<file path="src/rtl/cpu_timing_sequencer.sv">
// -----------------------------------------------------------------------------
// cpu_timing_sequencer
//   T-state sequencer and instruction register for the 6502 core. It produces
//   the one-hot timing vector and the opcode / inverted-opcode buses for the
//   decode ROM. It steps T-states from the decode ROM's last-cycle and short
//   lines, latches NMI edges, samples IRQ, and forces the BRK opcode into IR at
//   instruction boundaries when a request is pending.
//
// Ports
//   clk           core clock, rising edge
//   rst_n         asynchronous active-low reset
//   rdy_i         1 = advance, 0 = stall (state, IR, int_src frozen)
//   data_i        data bus, opcode captured on the T0->T1 edge
//   last_cycle_i  decode ROM: current cycle ends the instruction
//   short_i       decode ROM: skip one T-state
//   i_flag_i      P.I, masks IRQ
//   irq_n_i       IRQ request, level, active-low
//   nmi_n_i       NMI request, falling edge, asynchronous to clk
//   timing_o      one-hot T-state (bit k = Tk)
//   sync_o        opcode fetch cycle (T0)
//   ir_o          instruction register
//   ir_n_o        ~ir_o[6:0] for the decode ROM
//   int_src_o     injected sequence source: 00 none, 01 IRQ, 10 NMI, 11 reset
//   pc_hold_o     inhibit PC increment in T0 of an injected sequence
// -----------------------------------------------------------------------------
module cpu_timing_sequencer #(
   parameter logic [7:0] INJECT_OPCODE = 8'h00,
   parameter int         NMI_SYNC      = 2
) (
   input  logic       clk,
   input  logic       rst_n,
   input  logic       rdy_i,
   input  logic [7:0] data_i,
   input  logic       last_cycle_i,
   input  logic       short_i,
   input  logic       i_flag_i,
   input  logic       irq_n_i,
   input  logic       nmi_n_i,
   output logic [5:0] timing_o,
   output logic       sync_o,
   output logic [7:0] ir_o,
   output logic [6:0] ir_n_o,
   output logic [1:0] int_src_o,
   output logic       pc_hold_o
);

   // The state encoding is the timing vector itself, so timing_o needs no decode.
   typedef enum logic [5:0] {
      T0 = 6'b000001,
      T1 = 6'b000010,
      T2 = 6'b000100,
      T3 = 6'b001000,
      T4 = 6'b010000,
      T5 = 6'b100000
   } tstate_e;

   tstate_e             state_q, state_d;
   logic [7:0]          ir_q, ir_d;
   logic [1:0]          src_q, src_d;
   logic [NMI_SYNC-1:0] nmi_sync_q;
   logic                nmi_dly_q;
   logic                nmi_pend_q, nmi_pend_d;
   logic                nmi_fall;
   logic                irq_pend;
   logic                nmi_take;

   // Falling edge of the synchronised NMI line; runs regardless of rdy_i.
   assign nmi_fall = nmi_dly_q & ~nmi_sync_q[NMI_SYNC-1];
   assign irq_pend = ~irq_n_i & ~i_flag_i;

   // ---- register stage ----
   always_ff @(posedge clk or negedge rst_n) begin
      if (!rst_n) begin
         state_q    <= T0;
         ir_q       <= INJECT_OPCODE;
         src_q      <= 2'b11;
         nmi_sync_q <= '1;
         nmi_dly_q  <= 1'b1;
         nmi_pend_q <= 1'b0;
      end else begin
         state_q       <= state_d;
         ir_q          <= ir_d;
         src_q         <= src_d;
         nmi_sync_q[0] <= nmi_n_i;
         for (int i = 1; i < NMI_SYNC; i++)
            nmi_sync_q[i] <= nmi_sync_q[i-1];
         nmi_dly_q     <= nmi_sync_q[NMI_SYNC-1];
         nmi_pend_q    <= nmi_pend_d;
      end
   end

   // ---- next-state stage ----
   always_comb begin
      state_d  = state_q;
      ir_d     = ir_q;
      src_d    = src_q;
      nmi_take = 1'b0;
      if (rdy_i) begin
         unique case (state_q)
            T0: begin
               state_d = T1;
               if (nmi_pend_q) begin
                  ir_d     = INJECT_OPCODE;
                  src_d    = 2'b10;
                  nmi_take = 1'b1;
               end else if (irq_pend) begin
                  ir_d  = INJECT_OPCODE;
                  src_d = 2'b01;
               end else begin
                  ir_d  = data_i;
                  src_d = 2'b00;
               end
            end
            T1:      state_d = last_cycle_i ? T0 : (short_i ? T3 : T2);
            T2:      state_d = last_cycle_i ? T0 : (short_i ? T4 : T3);
            T3:      state_d = last_cycle_i ? T0 : (short_i ? T5 : T4);
            T4:      state_d = last_cycle_i ? T0 : T5;
            T5:      state_d = T0;
            default: state_d = T0;
         endcase
         // Instruction boundary ends any injected sequence.
         if (state_q != T0 && state_d == T0)
            src_d = 2'b00;
      end
      // A new edge wins over the clear so an NMI during an NMI sequence is kept.
      nmi_pend_d = (nmi_pend_q & ~nmi_take) | nmi_fall;
   end

   assign timing_o  = state_q;
   assign sync_o    = state_q[0];
   assign ir_o      = ir_q;
   assign ir_n_o    = ~ir_q[6:0];
   assign int_src_o = src_q;
   assign pc_hold_o = state_q[0] & (src_q != 2'b00);

endmodule

</file>
<file path="config.mk">
export PLATFORM = sky130hd
export DESIGN_NAME = cpu_timing_sequencer
export DESIGN_NICKNAME = d
export VERILOG_FILES = /design/src/rtl/cpu_timing_sequencer.sv
export SDC_FILE = /design/constraint.sdc
export NUM_CORES = 1
export LEC_CHECK = 0
export CAP_MARGIN = 20
export CORE_MARGIN = 5
export CORE_UTILIZATION = 40
export CTS_CLUSTER_SIZE = 10
export DETAILED_ROUTE_END_ITERATION = 10
export GPL_TIMING_DRIVEN = 0
export PLACE_DENSITY_LB_ADDON = 0.08
export SLEW_MARGIN = 20
export SYNTH_ARGS = -nofsm -noshare
export SYNTH_HDL_FRONTEND = slang
export SYNTH_SLANG_ARGS = --single-unit
</file>
<file path="constraint.sdc">
create_clock -name clk -period 3.6 [get_ports clk]
set_clock_uncertainty 0.15 [all_clocks]
set_input_delay 1.08 -clock clk [delete_from_list [all_inputs] [get_ports clk]]
set_output_delay 1.08 -clock clk [all_outputs]
set_load 0.1 [all_outputs]
</file>
==> flow_metrics.tcl <==
set metrics [dict create \
    grt_pass1_wl_um 3720 \
    die-area_mm2 0.00353 \
    crit_buf_inv 1 \
    cp-end-kind "output pin" \
    start_util_pct 40.6 \
    grt_max_degree 21 \
    cts_setup_buffers 0 \
    layout-drive-gt1-share_pct 12.5 \
    seqCellArea_um2 508 \
    htree_levels 1 \
    setup_viol 0 \
    maxSlewHeadroom_pct 34.2 \
    hold-path-cell-count 0 \
    slowest_delay_ns 1.13 \
    fp.dieH_um 59.4 \
    max_freq_ghz 0.290 \
    tns_ns 0 \
    drt_wl_total_um 2270 \
    clock_latency_ns 0.30 \
    grt.overflow.total 0 \
    crit_slowest_cell "clkdlybuf4s50_1" \
    synth_top_area_share_pct 35.9 \
    whs_ns 0.219 \
    cts_buffers 3 \
    drv_slew 0 \
    syn_avg_cell_area_um2 10.5 \
    first_global_vias 806 \
    synthArstFlopShare_pct 100 \
    route.detailed.drc 0 \
    ys_warn_count 0 \
    fillers 223 \
    dpl_worst_slack_ns 0.483 \
    vias 832 \
    rsz0062_at_grt "no" \
    syn_nets 109 \
    setup_slack_ns 0.156 \
    first_iter_violations 18 \
    port-buffer-count 40 \
    worstPathArrival_ns 2.21 \
    layoutNonFillerInstCount 166 \
    crit_fanout 9 \
    ios 41 \
    syn_to_final_growth_pct 47.1 \
    routedWlPerCell_um 13.7 \
    final_net_count 154 \
    core_area_mm2 0.00241 \
    dieWidth_um 59.4 \
    synthDistinctLibCells 31 \
    period_needed_ns 3.44 \
    synth_edf_count 0 \
    required_ns 2.37 \
    max_cap_violations 0 \
    min_from "nmi_sync_q[0]" \
    crit_chain "o21a_1, clkdlybuf4s50_1" \
    yosys.cell_count.top_type "inv_1" \
    grt_usage_pct 14.2 \
    synth.top_cells.by_count "15 x inv_1, 14 x dfrtp_1, 14 x nand2_1" \
    clock-sinks 20 \
    tritoncts "yes" \
    cpLargestDelayFamily "buffers and inverters" \
    synth_top_flop_cell "dfrtp_1" \
    synthesis.area_um2 977 \
    clock_path_buffers 2 \
    finalCritPeriodShare_pct 95.7 \
    dr.pass1.iters 6 \
    post_cts_resized 0 \
    dpl.cell_count 163 \
    hpwl_um 1730 \
    ys_ff_latch 20 \
    min_path_type "reg -> reg" \
    hold_violations 0 \
    cts_root_buf "clkbuf_4" \
    ant_nets 0 \
    row_count 18 \
    crit_type "reg -> out" \
    multi_input_area_um2 375 \
    yosys-top-cells-area "dfrtp_1 36%, dfstp_2 16%, mux2i_1 8.2%, inv_1 5.8%, nand2_1 5.4%" \
    status "finished clean" \
    r2r_setup_slack_ns 1.91 \
    holdPathEnd "nmi_sync_q[1]" \
    globalplace.congestion 0.852 \
    r2r_start "timing_o[2]" \
    r2r-end "ir_o[4]" \
    clkTransAtPathRegs_ns 0.11 \
    post-synth-top-area-cell "dfrtp_1" \
    vias_per_cell 5.01 \
    worst_pin_slew_ns 0.984 \
    synth-seq-area-share_pct 52.0 \
    worst_r2r_path_depth 4 \
    cp-start-kind "flop" \
    diodes 0 \
    syn_inst 93 \
    hold_buffers 0 \
    grt_antenna_before_repair 0 \
]
==> worst reg2reg max path: cells and delay by family (launching register included) <==
family                 cells  cell delay (ns)
DFF                        1             0.51
buffers and inverters      1             0.18
and+or+nand+nor            2             0.60
muxes                      1             0.17
==> placed cells by master (no fill, tap or decap), types with 2 or more instances in the layout <==
master           synthesis  final
mux2i_1                  8      8
clkdlybuf4s50_1          0     40
nor3_1                   2      2
nand4_1                  2      2
dfstp_2                  6      6
nor2_1                   4      4
clkbuf_4                 0      3
dfrtp_1                 14     14
inv_1                   15     15
nand2_1                 14     14
buf_6                    2      2
o221ai_1                 2      2
nor4b_1                  3      3
o21ai_0                  2      2
==> logic make-up after synthesis <==
kind of cell / count (synthesis) / share of synthesized area, %
and+or+nand+nor: 29 / 16.5
DFF: 20 / 52.0
buffers and inverters: 20 / 9.60
AOI/OAI and AO/OA: 14 / 11.7
muxes: 9 / 9.35
xor gates and xnor gates: 1 / 0.896
==> per-layer routing <==
layer,wire length [um],vias up,global-route usage [%]
met1,902,398,17.0
met2,1150,25,22.9
met5,0,-,0
met4,44,0,7.77
met3,177,5,3.70
li1,-,404,-
==> sequential cells by signal, indices dropped and copies added (netlist names) <==
name	cells
int_src_o	2
nmi_dly_q	1
nmi_sync_q	2
ir_o	8
nmi_pend_q	1
timing_o	6
==> worst max-delay path by stage <==
stage / to / start / cells after the start
3_3_place_gp: pc_hold_o / timing_o[0] / 2
5_1_grt: pc_hold_o / timing_o[0] / 2
3_5_place_dp: pc_hold_o / timing_o[0] / 2
6_report: pc_hold_o / timing_o[0] / 2
4_1_cts: pc_hold_o / timing_o[0] / 2
2_1_floorplan: pc_hold_o / timing_o[0] / 1
==> per-stage QoR <==
stage / util, % / area, um^2
CTS: 59.7 / 1440
global placement: 58.7 / 1420
floorplan: - / 977
finish: 59.7 / 1440
global route: 59.7 / 1440
detailed placement: 58.7 / 1420
==> area by class of cell <==
class	instances	share of cell area, %
sequential	20	35.3
timing repair buffer	40	27.9
multi-input combinational	53	26.1
inverter	15	3.92
buffer	5	2.61
tap	30	2.61
clock buffer	3	1.57
Power is left out: the tool's default activity adds up to more than one toggle a clock period on the data nets, which glitch-free logic cannot reach.
